### config.mk
export PLATFORM = sky130hd
export DESIGN_NAME = seq_alu
export DESIGN_NICKNAME = d
export VERILOG_FILES = /design/src/rtl/instr_pack.sv /design/src/rtl/seq_alu_iter.sv /design/src/rtl/seq_alu.sv
export SDC_FILE = /design/constraint.sdc
export NUM_CORES = 1
export LEC_CHECK = 0
export BUFFER_PORTS_ARGS = -buffer_cell sky130_fd_sc_hd__buf_4
export CORE_ASPECT_RATIO = 0.6
export CORE_UTILIZATION = 65
export CTS_CLUSTER_SIZE = 12
export DETAILED_ROUTE_END_ITERATION = 6
export GPL_ROUTABILITY_DRIVEN = 0
export GPL_TIMING_DRIVEN = 0
export PLACE_DENSITY = 0.88
export SYNTH_ARGS = -nofsm -noshare
export SYNTH_HDL_FRONTEND = slang
export SYNTH_HIERARCHICAL = 1
export SYNTH_SLANG_ARGS = --single-unit
### constraint.sdc
create_clock -name clk -period 7.2 [get_ports clk]
set_input_delay 0.72 -clock clk [delete_from_list [all_inputs] [get_ports clk]]
set_output_delay 0.72 -clock clk [all_outputs]
set_load 0.005 [all_outputs]
### src/rtl/instr_pack.sv
// rtl/instr_pack.sv - shared ALU op codes, FSM states and destination selects
package instr_pack;

  typedef enum logic [4:0] {
    AMP   = 5'd0,
    LOR   = 5'd1,
    FLP   = 5'd2,
    EOR   = 5'd3,
    RSC   = 5'd4,
    LSC   = 5'd5,
    ROL   = 5'd6,
    ROR   = 5'd7,
    ADD   = 5'd8,
    SUB   = 5'd9,
    EQL   = 5'd10,
    EQLLO = 5'd11,
    REVX  = 5'd12,
    REVY  = 5'd13,
    PARX  = 5'd14,
    PARY  = 5'd15,
    MUL   = 5'd16,
    DIV   = 5'd17
  } alu_op_e;

  typedef enum logic {
    IDLE = 1'b0,
    ITER = 1'b1
  } alu_st_e;

  localparam logic DST_R = 1'b0;
  localparam logic DST_S = 1'b1;

endpackage

### src/rtl/seq_alu_iter.sv
// rtl/seq_alu_iter.sv - W-step shift-add multiply / restoring divide datapath
module seq_alu_iter #(
  parameter int W = 8
) (
  input  logic         clk,
  input  logic         rst_n,
  input  logic         load,
  input  logic         step,
  input  logic         is_div,
  input  logic [W-1:0] a,
  input  logic [W-1:0] b,
  output logic         last,
  output logic [W-1:0] res_lo,
  output logic [W-1:0] res_hi
);

  localparam int CW = $clog2(W) + 1;

  logic [W-1:0]  hi, lo, opb;
  logic          div_m;
  logic [CW-1:0] cnt;
  logic [W:0]    t, add_a, add_b, sum;
  logic          ge;

  // One W+1-bit adder: hi+multiplicand for MUL, shifted remainder minus divisor for DIV.
  always_comb begin
    t = {hi, lo[W-1]};
    if (div_m) begin
      add_a = t;
      add_b = ~{1'b0, opb};
    end else begin
      add_a = {1'b0, hi};
      add_b = lo[0] ? {1'b0, opb} : '0;
    end
    sum = add_a + add_b + {{W{1'b0}}, div_m};
    // A set top bit of t means it already exceeds any W-bit divisor.
    ge = t[W] | ~sum[W];
    if (div_m) begin
      res_hi = ge ? sum[W-1:0] : t[W-1:0];
      res_lo = {lo[W-2:0], ge};
    end else begin
      res_hi = sum[W:1];
      res_lo = {sum[0], lo[W-1:1]};
    end
  end

  assign last = (cnt == CW'(W - 1));

  always_ff @(posedge clk or negedge rst_n) begin
    if (!rst_n) begin
      hi    <= '0;
      lo    <= '0;
      opb   <= '0;
      div_m <= 1'b0;
      cnt   <= '0;
    end else if (load) begin
      hi    <= '0;
      lo    <= a;
      opb   <= b;
      div_m <= is_div;
      cnt   <= '0;
    end else if (step) begin
      hi    <= res_hi;
      lo    <= res_lo;
      cnt   <= cnt + 1'b1;
    end
  end

endmodule

### src/rtl/seq_alu.sv
// rtl/seq_alu.sv - clocked ALU with r/s result registers, flags and multi-cycle MUL/DIV
module seq_alu
  import instr_pack::*;
#(
  parameter int W      = 8,
  parameter int CMP_LO = 5
) (
  input  logic         clk,
  input  logic         rst_n,
  input  logic         start,
  input  alu_op_e      op,
  input  logic         dst,
  input  logic [W-1:0] x,
  input  logic [W-1:0] y,
  output logic         busy,
  output logic         done,
  output logic [W-1:0] r_out,
  output logic [W-1:0] s_out,
  output logic         carry,
  output logic         zero
);

  localparam int SW = $clog2(W);
  localparam logic [W-1:0] LO_MASK = {W{1'b1}} >> (W - CMP_LO);

  alu_st_e      state;
  logic         iter_div;
  logic [W-1:0] res;
  logic         res_c;
  logic [2*W-1:0] rot;
  logic [W:0]   ext;
  logic         div0, load, last;
  logic [W-1:0] it_lo, it_hi;

  always_comb begin
    res   = '0;
    res_c = 1'b0;
    rot   = '0;
    ext   = '0;
    case (op)
      AMP:   res = x & y;
      LOR:   res = x | y;
      FLP:   res = ~x;
      EOR:   res = x ^ y;
      RSC:   begin res = {y[0], x[W-1:1]}; res_c = x[0]; end
      LSC:   begin res = {x[W-2:0], y[W-1]}; res_c = x[W-1]; end
      ROL:   begin rot = {x, x} << y[SW-1:0]; res = rot[2*W-1:W]; end
      ROR:   begin rot = {x, x} >> y[SW-1:0]; res = rot[W-1:0]; end
      ADD:   begin ext = {1'b0, x} + {1'b0, y}; res = ext[W-1:0]; res_c = ext[W]; end
      SUB:   begin ext = {1'b0, x} - {1'b0, y}; res = ext[W-1:0]; res_c = ~ext[W]; end
      EQL:   res = {{(W-1){1'b0}}, x == y};
      EQLLO: res = {{(W-1){1'b0}}, ((x ^ y) & LO_MASK) == '0};
      REVX:  for (int i = 0; i < W; i++) res[i] = x[W-1-i];
      REVY:  for (int i = 0; i < W; i++) res[i] = y[W-1-i];
      PARX:  res = {{(W-1){1'b0}}, ^x};
      PARY:  res = {{(W-1){1'b0}}, ^y};
      default: ;
    endcase
  end

  assign div0 = (op == DIV) && (y == '0);
  assign load = (state == IDLE) && start && ((op == MUL) || (op == DIV)) && !div0;

  seq_alu_iter #(.W(W)) u_iter (
    .clk    (clk),
    .rst_n  (rst_n),
    .load   (load),
    .step   (state == ITER),
    .is_div (op == DIV),
    .a      (x),
    .b      (y),
    .last   (last),
    .res_lo (it_lo),
    .res_hi (it_hi)
  );

  always_ff @(posedge clk or negedge rst_n) begin
    if (!rst_n) begin
      state    <= IDLE;
      iter_div <= 1'b0;
      busy     <= 1'b0;
      done     <= 1'b0;
      r_out    <= '0;
      s_out    <= {{(W-1){1'b0}}, 1'b1};
      carry    <= 1'b0;
      zero     <= 1'b0;
    end else begin
      done <= 1'b0;
      case (state)
        IDLE: begin
          if (load) begin
            state    <= ITER;
            iter_div <= (op == DIV);
            busy     <= 1'b1;
          end else if (start) begin
            done <= 1'b1;
            if (div0) begin
              r_out <= '1;
              s_out <= x;
              carry <= 1'b1;
              zero  <= 1'b0;
            end else begin
              if (dst == DST_S) s_out <= res;
              else              r_out <= res;
              carry <= res_c;
              zero  <= (res == '0);
            end
          end
        end
        ITER: begin
          // The last iteration's combinational result is written directly.
          if (last) begin
            state <= IDLE;
            busy  <= 1'b0;
            done  <= 1'b1;
            r_out <= it_lo;
            s_out <= it_hi;
            carry <= !iter_div && (it_hi != '0);
            zero  <= (it_lo == '0) && (it_hi == '0);
          end
        end
        default: state <= IDLE;
      endcase
    end
  end

endmodule

# Word level (Yosys, flattened, before mapping)
# Index checks and enable logic that the tools add are counted.
# classes
n_bitwise	9
reduce_logical	24
add_sub_neg	5
shift	2
eq_ne	25
mux	46
# ops
operator	count
$mux W8	18
$pmux W8 S16	1
$eq A5 B4 Y1 const B	8
$logic_not A8 Y1	5
$pmux W8 S2	2
$eq A5 B3 Y1 const B	4
$mux W9	2
$reduce_xor A8 Y1	2
$shl A16 B3 Y16	1
$shr A16 B3 Y8	1
$mux W1	15
$eq A5 B2 Y1 const B	2
$eq A5 B5 Y1 const B	2
$pmux W1 S2	5
$add A8 B8 Y9	1
$add A9 B1 Y9	1
$add A9 B9 Y9	1
$not A8 Y9	1
$sub A8 B8 Y9	1
$and A8 B8 Y8	1
$eq A8 B8 Y1	1
$mux W4	2
$not A8 Y8	1
$or A8 B8 Y8	1
other kinds (19)	32
# totals
input_bits	25
reg_bits	51
out_inout_bits	20

# Depth between registers and ports, before layout
# Gate-level depths: netlist of run 1.
# depth
depth_word	12
mapped_depth	18
depth_no_buf	15

# By module
# Netlist of run 1, hierarchy kept.
# by_module_without_submodules
mod	instances	cells_each	area_per_inst_um2
seq_alu	1	443	3634.7
seq_alu_iter	1	247	2199.6

# Worst setup path before layout of run 1
# Ideal clock, no wire load.
# synth_timing
path_kind	reg-to-reg
start	register u_iter.div_m
end	register zero
path_slack_ps	3092
arrival_time_ps	4032
required_ps	7124
path_stages_with_launch	19
synth_period_minus_slack_ps	4108
path_cell_list	dfrtp_1 buf_2 inv_1 clkbuf_1 clkbuf_1 a21boi_0 fa_1 fa_1 nand2b_1 a21oi_2 a211o_4 buf_6 mux2i_1 mux2i_1 nor4_1 nand4_1 o41ai_1 o21ai_0 o21ai_1
# synth_between
elab_chain_cells	11
word_cells_on_any_way	14
cone_classes	add/sub (2); mux (7); bitwise (2); reduce/logical (3)
# synth_rtl
item	line	text
start, declared	seq_alu_iter.sv:20	logic div_m;
start signal, assigned	seq_alu_iter.sv:60	div_m <= is_div;
$mux W9	seq_alu_iter.sv:28	if (div_m) begin
$add A9 B9 Y9	seq_alu_iter.sv:35	sum = add_a + add_b + {{W{1'b0}}, div_m};
$add A9 B1 Y9	seq_alu_iter.sv:35	
$not A1 Y1	seq_alu_iter.sv:37	ge = t[W] | ~sum[W];
$or A1 B1 Y1	seq_alu_iter.sv:37	
$mux W8	seq_alu_iter.sv:39	res_hi = ge ? sum[W-1:0] : t[W-1:0];
$mux W8 *	seq_alu_iter.sv:38	if (div_m) begin
net it_hi[5]	seq_alu.sv:33	logic [W-1:0] it_lo, it_hi;
$logic_not A8 Y1 *	seq_alu.sv:119	zero <= (it_lo == '0) && (it_hi == '0);
$logic_and A1 B1 Y1 *	seq_alu.sv:119	
$mux W1 *	seq_alu.sv:112	if (last) begin
$pmux W1 S2 *	seq_alu.sv:89	case (state)
end signal, assigned	seq_alu.sv:106	zero <= (res == '0);
end signal, assigned	seq_alu.sv:119	
end, declared	seq_alu.sv:20	output logic zero
# The timed path passes the listed nets; every way through them passes the cells marked *. The select of a mux whose other input is x is not followed.
# A chain may end at the register's enable or synchronous reset.

# Worst setup path after layout of run 1
# Ends and elaborated chain as after synthesis.

==> out/results.md, run 1 <==
| Item | This run |
|---|---|
| Adder and majority gate portion of the synthesized area | 9.09% |
| Site Rows | 26 |
| Detailed Place HPWL | 15400 um |
| Distinct cell type count after synthesis | 96 |
| Syn Nets | 755 |
| Worst path bufs/invs | 5 |
| Post-synthesis xor/xnor area fraction | 2.70% |
| Maximum clock insertion buffer count | 2 |
| Clock Sinks | 51 |
| Antenna diodes | 0 |
| Top-area cell type share of the netlist area | 21.4% |
| Top Usage Layer GRT | met1 |
| CP Capture Point | zero$_DFFE_PN0P_ |
| Post-route insts no fill | 854 |
| Maximum clock frequency | 186 MHz |
| Antenna violations before repair | 0 |
| Setup skew after layout | 0.00746 ns |
| CTS tree | built |
| Ratio of cells with drive above 1 in the final layout | 21.2% |
| Worst r2r dst | zero$_DFFE_PN0P_ |
| Number of optimization iterations in the first detailed-route pass | 7 |
| Total DRC errors in the routed layout | 37 |
| Total Power | 0.00267 W |
| Worst r2r src | u_iter/div_m$_DFFE_PN0P_ |
| Total power density per cell area | 414 mW/mm^2 |
| Cell area after synthesis | 0.00583 mm^2 |
| Final clock period utilization by the worst path | 74.6% |
| Instance count after placement with tap cells included | 846 |
| Setup violators final | 0 |
| Synth top area cells | dfrtp_1 21%, ha_1 7.7%, mux4_2 6.2% |
| Number of instances in the synthesized netlist | 690 |
| Cell family with most CP delay | compound AO/OA/AOI/OAI gates |
| Smallest hold slack | 0.454 ns |
| Maximum fanout encountered on the critical timing path | 10 |
| Fraction of the mapped netlist area in simple logic gates | 21.9% |
| Final Max Slew Viols | 0 |
| Count of flip-flops with a built-in enable after synthesis | 0 |
| Critical path data required time | 7.42 ns |
| Reg clk slew, reported paths | 0.07 ns |
| Crit path largest cell delay | 0.53 ns |
| Time the worst path needs with I/O delays and setup | 5.37 ns |
| Startpoint Class | register |
| Part of the Yosys area used for sequential elements | 21.9% |
| Routed Wire Length | 20300 um |
| Postcts setup bufs | 0 |
| Result of the run | complete, but fails checks |
| Core area | 0.00862 mm^2 |
| Global Route Usage Sum | 43.2% |
| Slew Limit Headroom | 24.4% |
| Cell with the largest stage delay on the worst path | nor4_1 |
| Complex-gate fraction of the synthesized area | 22.4% |
| Insertion delay to the later sink of the worst-skew pair | 0.30 ns |
| Critical setup path kind | register to register |
| Grt ovf | 0 |
| Antenna Violating Nets Remaining | 0 |
| Proportion of register bits with asynchronous set or reset after synthesis | 100% |
| Met1 capacity usage during global routing | 60.0% |
| Die Area | 0.00937 mm^2 |
| Met3 global-route usage | 20.8% |
| Die Span Y | 75.4 um |
| Flop and latch count out of synthesis | 51 |
| CP Capture Type | register |
| Wire length of the first global-routing pass | 31000 um |
| Maximum number of pins on one net before global-route repair | 52 |
| Number of cell instances on the worst register-to-register path | 18 |
| Origin of the worst setup path | u_iter/div_m$_DFFE_PN0P_ |
| Starting Density | 67.7% |
| Total via count after detailed routing | 6324 |
| Critical path cell sequence | buf_2 -> inv_1 -> clkbuf_1 -> clkbuf_1 -> a21boi_0 -> fa_1 -> fa_1 -> nand2b_1 -> a21oi_2 -> a211o_4 -> buf_6 -> mux2i_1 -> mux2i_1 -> nor4_1 -> nand4_1 -> o41ai_1 -> o21ai_0 -> o21ai_1 |
| Yosys top cell by area | dfrtp_1 |
| Post-cts sizing count | 0 |
| RSZ-0062 raised after global routing | false |
| Final hold viol count | 0 |
| Number of vias per cell after detailed routing | 7.41 |
| Die outline width | 124 um |
| Max-cap viol count | 0 |
| DRC violation total after the first TritonRoute iteration | 1389 |
| Count of synthesis-stage warnings from yosys | 6 |
| Count of input and output buffers | 44 |
| Layout filler cell count | 629 |
| Endpoint arrival time on the critical path | 5.59 ns |
| CTS root buf | clkbuf_16 |
| Reg-to-reg setup timing slack | 1.83 ns |
| Sum Neg Setup Slack | 0 ns |
| Average wire length per cell after detail routing | 23.8 um |
| Util after Layout | 74.9% |
| Violations in the final reports | design-rule violations |
| Total leakage power | 2.76 nW |
| Multiplexer fraction of the synthesized cell area | 14.2% |
| Total stage count of the critical path | 18 |
| Worst-case vdd ir drop | 0.547 mV |
| Slew @ Worst Pin | 1.13 ns |
| Via count of the first global-routing pass | 5555 |
| Hold-fix buffers at CTS | 0 |
| Signed area change from the synthesized netlist to the final layout | 10.7% |
| Met2 layer usage reported by global route | 59.1% |
| Avg Inst Size Synth | 8.46 um^2 |
| Worst min path class | input port to async pin |
| Count of pins on the block boundary | 45 |
| Main flop type after synthesis | dfrtp_1 |
| Largest family of logic cells by synthesized area | compound AO/OA/AOI/OAI gates |
| Number of H-tree levels | 2 |
| Net count reported at finish | 806 |
| CTS Buf Count | 5 |
==> how the worst min path moves through the flow <==
stage | start | to | slack [ns]
2_1_floorplan | rst_n | busy$_DFFE_PN0P_ | 0.42
5_1_grt | rst_n | r_out[3]$_DFFE_PN0P_ | 0.50
3_3_place_gp | busy$_DFFE_PN0P_ | busy$_DFFE_PN0P_ | 0.46
6_report | rst_n | r_out[3]$_DFFE_PN0P_ | 0.45
3_5_place_dp | r_out[6]$_DFFE_PN0P_ | r_out[6]$_DFFE_PN0P_ | 0.48
4_1_cts | rst_n | r_out[2]$_DFFE_PN0P_ | 0.48
==> power breakdown <==
part | internal [W] | switching (W) | total [W]
Sequential | 0.000427 | 0.000110 | 0.000537
Combinational | 0.000745 | 0.00114 | 0.00189
Clock | 0.000132 | 0.000116 | 0.000248
==> cells in the final DEF, fill, tap and decap left out, types with 7 or more instances in the layout <==
cell type,synthesis,layout
o21ai_0,38,38
nand4_1,9,9
nand2b_1,12,12
mux2i_1,15,15
xnor2_1,12,12
buf_4,1,45
nand2_1,68,68
inv_1,36,36
nor2_1,50,50
and3_1,7,7
nor3_1,18,18
a21oi_1,27,27
a211oi_1,9,9
ha_1,36,36
dfrtp_1,50,50
mux2_2,27,27
buf_2,19,19
nand3_1,33,33
nor4_1,7,7
buf_6,7,7
o31ai_1,7,7
clkbuf_1,21,21
mux4_2,16,16
a21o_1,7,7
==> layer usage <==
layer	vias up	part of all wire [%]
met2	582	39
met5	-	0.32
li1	2664	-
met3	109	18
met4	2	3.0
met1	2967	40
==> synthesized netlist by cell type, drive strengths merged (9+ instances only) <==
master,n
nand2,69
nor2,51
dfrtp,50
o21ai,44
inv,37
ha,36
nand3,33
buf,31
a21oi,28
mux2,28
clkbuf,24
nor3,19
mux4,16
mux2i,15
nand2b,12
xnor2,12
a211oi,11
nand4,9
==> metrics by stage <==
stage / cell area (um^2) / worst slack (ns)
3_5_place_dp: 6300 / 2.23
5_1_grt: 6460 / 1.52
4_1_cts: 6460 / 1.98
3_3_place_gp: 6300 / 2.21
2_1_floorplan: 5830 / 3.09
6_report: 6460 / 1.83
==> sequential cells by signal, indices dropped and copies added, names as in the netlist <==
signal and flops:
zero 1, u_iter/cnt 4, u_iter/div_m 1, iter_div 1
busy 1, r_out 8, state 1, u_iter/hi 8
u_iter/lo 8, done 1, s_out 8, carry 1
u_iter/opb 8
==> cells by family after synthesis <==
| family | Yosys count |
|---|---|
| AOI/OAI and AO/OA | 181 |
| and+or+nand+nor | 249 |
| buffers and inverters | 92 |
| muxes | 59 |
| DFF | 51 |
| xor gates and xnor gates | 18 |
| adders and majority gates | 40 |
==> cell type report <==
cell class / count / area [um^2] / share of cell area (%)
Clock inverter: 3 / 26.3 / 0.407
Tap cell: 112 / 140 / 2.17
Sequential cell: 51 / 1280 / 19.8
Timing Repair Buffer: 44 / 330 / 5.12
Inverter: 37 / 139 / 2.15
Buffer: 55 / 317 / 4.90
Clock buffer: 5 / 125 / 1.94
Multi-Input combinational cell: 547 / 4100 / 63.5
No activity file was read; power rests on OpenSTA's default activity.
==> run 2, diff against run 1 <==
Settings changed: CORE_UTILIZATION 65 to 62, PLACE_DENSITY 0.88 to 0.85.
Clock period 7.2 ns to 5.56 ns, I/O delays scaled along.
==> run 2 against run 1 <==
  * The run still ends with design-rule violations left
  * Critical path depth did not move
  * Via count up 1.2%
  * Utilization decreased by 1.4 points
  * Sequential power rose by 31%
  * Clock power increased by 32%
==> out/results.md, run 2 (synthesis gave the netlist of run 1 again) <==
| Item | This run |
|---|---|
| Number of H-tree levels | 2 |
| Clock Sinks | 51 |
| Count of input and output buffers | 44 |
| Post-cts sizing count | 0 |
| Hold-fix buffers at CTS | 0 |
| Total power density per cell area | 533 mW/mm^2 |
| Net count reported at finish | 806 |
| Count of pins on the block boundary | 45 |
| Maximum number of pins on one net before global-route repair | 52 |
| Final clock period utilization by the worst path | 93.0% |
| Endpoint arrival time on the critical path | 5.40 ns |
| Die Span Y | 77.1 um |
| Average wire length per cell after detail routing | 24.1 um |
| Worst r2r dst | zero$_DFFE_PN0P_ |
| Via count of the first global-routing pass | 5930 |
| Final Max Slew Viols | 0 |
| Antenna diodes | 0 |
| Grt ovf | 0 |
| Site Rows | 26 |
| Origin of the worst setup path | u_iter/div_m$_DFFE_PN0P_ |
| Placed cell area | 0.00632 mm^2 |
| Most frequent cells in the layout | 68 x nand2_1, 50 x nor2_1, 50 x dfrtp_1 |
| RSZ-0062 raised after global routing | false |
| Maximum clock frequency | 193 MHz |
| Layout filler cell count | 682 |
| Crit path largest cell delay | 0.47 ns |
| Antenna violations before repair | 0 |
| CTS tree | built |
| Critical setup path kind | register to register |
| CP Capture Point | zero$_DFFE_PN0P_ |
| Critical path data required time | 5.79 ns |
| Post-route insts no fill | 868 |
| Global Route Usage Sum | 43.4% |
| Setup violators final | 0 |
| CTS Buf Count | 5 |
| Final hold viol count | 0 |
| Cell with the largest stage delay on the worst path | fa_1 |
| Total leakage power | 2.76 nW |
| Routed Wire Length | 20900 um |
| Postcts setup bufs | 0 |
| Number of vias per cell after detailed routing | 7.38 |
| Number of optimization iterations in the first detailed-route pass | 7 |
| DRC violation total after the first TritonRoute iteration | 1481 |
| Core area | 0.00882 mm^2 |
| Starting Density | 66.2% |
| Final critical-path setup slack | 0.388 ns |
| Antenna Violating Nets Remaining | 0 |
| Total DRC errors in the routed layout | 99 |
| Slew @ Worst Pin | 1.24 ns |
| Ratio of cells with drive above 1 in the final layout | 21.2% |
| Most common cell after layout, fill and taps aside | nand2_1 |
| Startpoint Class | register |
| Signed area change from the synthesized netlist to the final layout | 11.0% |
| Die Area | 0.00981 mm^2 |
| Maximum clock insertion buffer count | 2 |
| Insertion delay to the later sink of the worst-skew pair | 0.30 ns |
| Worst-case vdd ir drop | 0.494 mV |
| Max-cap viol count | 0 |
| Reg clk slew, reported paths | 0.07 ns |
| Post-route standard cell area excluding fillers | 0.00648 mm^2 |
| Time the worst path needs with I/O delays and setup | 5.17 ns |
| Reg-to-reg setup timing slack | 0.39 ns |
| Wire length of the first global-routing pass | 32300 um |
| Violations in the final reports | design-rule violations |
| CP Capture Type | register |
| Worst min path class | input port to async pin |
| Slew Limit Headroom | 15.4% |
| Maximum fanout encountered on the critical timing path | 10 |
| Instance count after placement with tap cells included | 860 |
| Critical path cell sequence | buf_2 -> inv_1 -> clkbuf_1 -> clkbuf_1 -> a21boi_0 -> fa_1 -> fa_1 -> nand2b_1 -> a21oi_2 -> a211o_4 -> buf_6 -> mux2i_1 -> mux2i_1 -> nor4_1 -> nand4_1 -> o41ai_1 -> o21ai_0 -> o21ai_1 |
| Detailed Place HPWL | 15800 um |
| Result of the run | complete, but fails checks |
| Number of cell instances on the worst register-to-register path | 18 |
| Total via count after detailed routing | 6402 |
| Setup skew after layout | 0.00320 ns |
| Sum Neg Setup Slack | 0 ns |
| DP Worst Slack | 0.687 ns |
| Worst r2r src | u_iter/div_m$_DFFE_PN0P_ |
| CTS root buf | clkbuf_16 |
| Die outline width | 127 um |
==> run 2: critical path, delay by kind of cell (launching register included) <==
family	cells	cell delay (ns)
AO/OA/AOI/OAI	6	1.18
adder cells (fa/ha/maj)	2	0.94
buffers and inverters	5	1.35
flip-flops	1	0.36
multiplexers	2	0.46
AND/OR/NAND/NOR	3	0.82
==> run 2: final cells by class <==
type	count	area [um^2]	share of cell area [%]
inverter	37	139	2.14
timing repair buffer	44	330	5.10
tap	126	158	2.43
clock buffer	5	125	1.93
multi-input combinational	547	4100	63.3
clock inverter	3	28.8	0.444
buffer	55	317	4.89
sequential	51	1280	19.7
==> run 2: layer usage <==
layer	vias up	global-route usage (%)	share of wire [%]
met5	-	5.88	0
met4	0	10.5	4.1
met3	156	24.2	20
met2	647	58.8	38
met1	2935	58.4	38
li1	2664	-	-
==> run 2: worst min-delay path by stage <==
stage,startpoint,slack [ns],cells after the start,endpoint
after floorplan,rst_n,0.26,0,busy$_DFFE_PN0P_
after global placement,busy$_DFFE_PN0P_,0.47,2,busy$_DFFE_PN0P_
after detailed placement,r_out[6]$_DFFE_PN0P_,0.47,2,r_out[6]$_DFFE_PN0P_
after CTS,rst_n,0.31,1,r_out[0]$_DFFE_PN0P_
after global routing,rst_n,0.34,1,r_out[2]$_DFFE_PN0P_
final,rst_n,0.28,1,r_out[5]$_DFFE_PN0P_
==> run 2: through the flow <==
step | hold WS (ns) | power [W] | utilization (%)
6_report | 0.277 | 0.00345 | 73.5
5_1_grt | 0.335 | 0.00364 | 73.5
4_1_cts | 0.309 | 0.00331 | 73.5
3_5_place_dp | 0.471 | 0.00297 | 71.7
3_3_place_gp | 0.466 | 0.00287 | 71.7
2_1_floorplan | 0.260 | 0.00231 | -
==> run 2: report_power, final <==
group | leakage [nW] | total [W] | internal (W) | switching, W
registers | 0.617 | 0.000703 | 0.000553 | 0.000149
clock network | 0.0759 | 0.000327 | 0.000172 | 0.000155
logic | 2.07 | 0.00242 | 0.000958 | 0.00146
==> run 3, diff against run 2 <==
Settings changed: CELL_PAD_IN_SITES_DETAIL_PLACEMENT set to 1, CELL_PAD_IN_SITES_GLOBAL_PLACEMENT set to 1, CORE_UTILIZATION 62 to 47.
==> run 3 against run 2 <==
  * The flow now finishes without violations
  * Critical path depth is the same
  * Register-to-register slack worse by 0.06 ns
  * Worst setup slack worse by 0.057 ns
  * Wire length increased by 15%
  * Clock skew is 0.0072 ns higher
  * First-iteration DRC count down 45%
  * Combinational power grew 5%
  * Flip-flop and latch count stayed put
  * Clock power hardly changed
==> out/results.md, run 3 (synthesis gave the netlist of run 1 again) <==
| Item | This run |
|---|---|
| Share of power burned in the clock network | 9.1% |
| Global Route Usage Sum | 38.0% |
| Switching share of total power | 52.5% |
| Site Rows | 31 |
| Maximum fanout encountered on the critical timing path | 10 |
| Total Power | 0.00358 W |
| CP Capture Type | register |
| Most frequent cells in the layout | 68 x nand2_1, 50 x nor2_1, 50 x dfrtp_1 |
| Total DRC errors in the routed layout | 0 |
| Critical setup path kind | register to register |
| Sum Neg Setup Slack | 0 ns |
| Signed area change from the synthesized netlist to the final layout | 12.1% |
| Total via count after detailed routing | 6237 |
| Critical path data required time | 5.79 ns |
| Worst min path class | input port to async pin |
| Antenna Violating Nets Remaining | 0 |
| Time the worst path needs with I/O delays and setup | 5.23 ns |
| Final critical-path setup slack | 0.331 ns |
| Net count reported at finish | 806 |
| Insertion delay to the later sink of the worst-skew pair | 0.30 ns |
| Switching Power | 0.00188 W |
| CTS Buf Count | 5 |
| Maximum clock insertion buffer count | 2 |
| Detailed Place HPWL | 19100 um |
| Number of vias per cell after detailed routing | 6.88 |
| Number of optimization iterations in the first detailed-route pass | 6 |
| Instance count after placement with tap cells included | 899 |
| Count of pins on the block boundary | 45 |
| Final clock period utilization by the worst path | 94.1% |
| Maximum clock frequency | 191 MHz |
| Total leakage power | 2.77 nW |
| Wire length of the first global-routing pass | 36700 um |
| Core area | 0.0121 mm^2 |
| Die Span Y | 88.3 um |
| Reg clk slew, reported paths | 0.08 ns |
| Starting Density | 48.4% |
| Final Max Slew Viols | 0 |
| Sequential cell fraction of total power | 19.6% |
| Max-cap viol count | 0 |
| Result of the run | finished, final reports clean |
| Worst-case vdd ir drop | 0.251 mV |
| Most common cell after layout, fill and taps aside | nand2_1 |
| CTS tree | built |
| Count of input and output buffers | 44 |
| Average wire length per cell after detail routing | 26.5 um |
| Routed Wire Length | 24000 um |
| Internal power | 0.00170 W |
| Antenna violations before repair | 0 |
| Die outline width | 146 um |
| Via count of the first global-routing pass | 6257 |
| Slew @ Worst Pin | 1.14 ns |
| Die Area | 0.0129 mm^2 |
| Share of power burned in combinational logic | 71.3% |
| DP Worst Slack | 0.121 ns |
| RSZ-0062 raised after global routing | false |
| Endpoint arrival time on the critical path | 5.46 ns |
| Ratio of cells with drive above 1 in the final layout | 21.6% |
| Maximum number of pins on one net before global-route repair | 52 |
| Slew Limit Headroom | 22.2% |
| CTS root buf | clkbuf_16 |
| Setup skew after layout | 0.0104 ns |
| Grt ovf | 0 |
| Total power density per cell area | 547 mW/mm^2 |
| Number of H-tree levels | 2 |
| Setup violators final | 0 |
| Final hold viol count | 0 |
| Post-route insts no fill | 907 |
| Startpoint Class | register |
| Antenna diodes | 0 |
| DRC violation total after the first TritonRoute iteration | 814 |
| Clock Sinks | 51 |
run 3: critical path: stages (launching register included):
cell and delay, ns:
dfrtp_1 0.36, buf_2 0.18, inv_1 0.13, clkbuf_1 0.45
clkbuf_2 0.34, a21boi_0 0.16, fa_1 0.48, fa_1 0.48
nand2b_1 0.19, a21oi_2 0.27, a211o_4 0.21, buf_6 0.15
mux2i_1 0.27, mux2i_1 0.19, nor4_2 0.58, nand4_1 0.17
o41ai_1 0.29, o21ai_0 0.15, o21ai_1 0.10
run 3: power groups by stage:
stage | Clock, W | Sequential (W) | Combinational, W
floorplan | 0 | 0.000657 | 0.00165
global placement | 0 | 0.000685 | 0.00225
detailed placement | 0 | 0.000701 | 0.00240
CTS | 0.000332 | 0.000699 | 0.00243
global route | 0.000352 | 0.000723 | 0.00271
finish | 0.000324 | 0.000702 | 0.00255
run 3: stage by stage:
| step | instance area, um^2 | hold slack, ns | utilization (%) |
|---|---|---|---|
| finish | 6540 | 0.284 | 54.2 |
| global route | 6540 | 0.332 | 54.2 |
| floorplan | 5830 | 0.260 | - |
| CTS | 6530 | 0.301 | 54.1 |
| detailed placement | 6370 | 0.484 | 52.8 |
| global placement | 6370 | 0.467 | 52.8 |
run 3: repair_timing:
| action | CTS | global route |
|---|---|---|
| gates resized for setup | 0 | 4 |
| buffers inserted | 0 | 0 |
| endpoints found under the setup margin | 0 | 2 |
| hold buffers | 0 | 0 |
| hold endpoints to repair | 0 | 0 |
run 3: area by class of cell:
class / instances / area (um^2)
Timing Repair Buffer: 44 / 330
Multi-Input combinational cell: 547 / 4110
Clock inverter: 3 / 28.8
Fill cell: 1501 / 5520
Clock buffer: 5 / 125
Sequential cell: 51 / 1280
Buffer: 55 / 318
Inverter: 37 / 139
Tap cell: 165 / 206
run 3: final timing paths:
path	from	endpoint	slack, ns	depth (start not counted)
worst max-delay path	u_iter/div_m$_DFFE_PN0P_	zero$_DFFE_PN0P_	0.33	18
worst min-delay path	rst_n	s_out[4]$_DFFE_PN0P_	0.28	1
worst max register to register	u_iter/div_m$_DFFE_PN0P_	zero$_DFFE_PN0P_	0.33	18
worst min register to register	r_out[2]$_DFFE_PN0P_	r_out[2]$_DFFE_PN0P_	0.49	2
max in group asynchronous	rst_n	u_iter/opb[0]$_DFFE_PN0P_	4.82	1
min in group clk	r_out[2]$_DFFE_PN0P_	r_out[2]$_DFFE_PN0P_	0.49	2
run 3: metal layers:
metal / vias to the layer above / routed length [um] / global-route usage, %
met5: - / 0 / 0
met4: 0 / 569 / 10.3
met3: 63 / 3490 / 15.6
met2: 447 / 9470 / 54.0
met1: 3065 / 10500 / 52.9
li1: 2662 / - / -
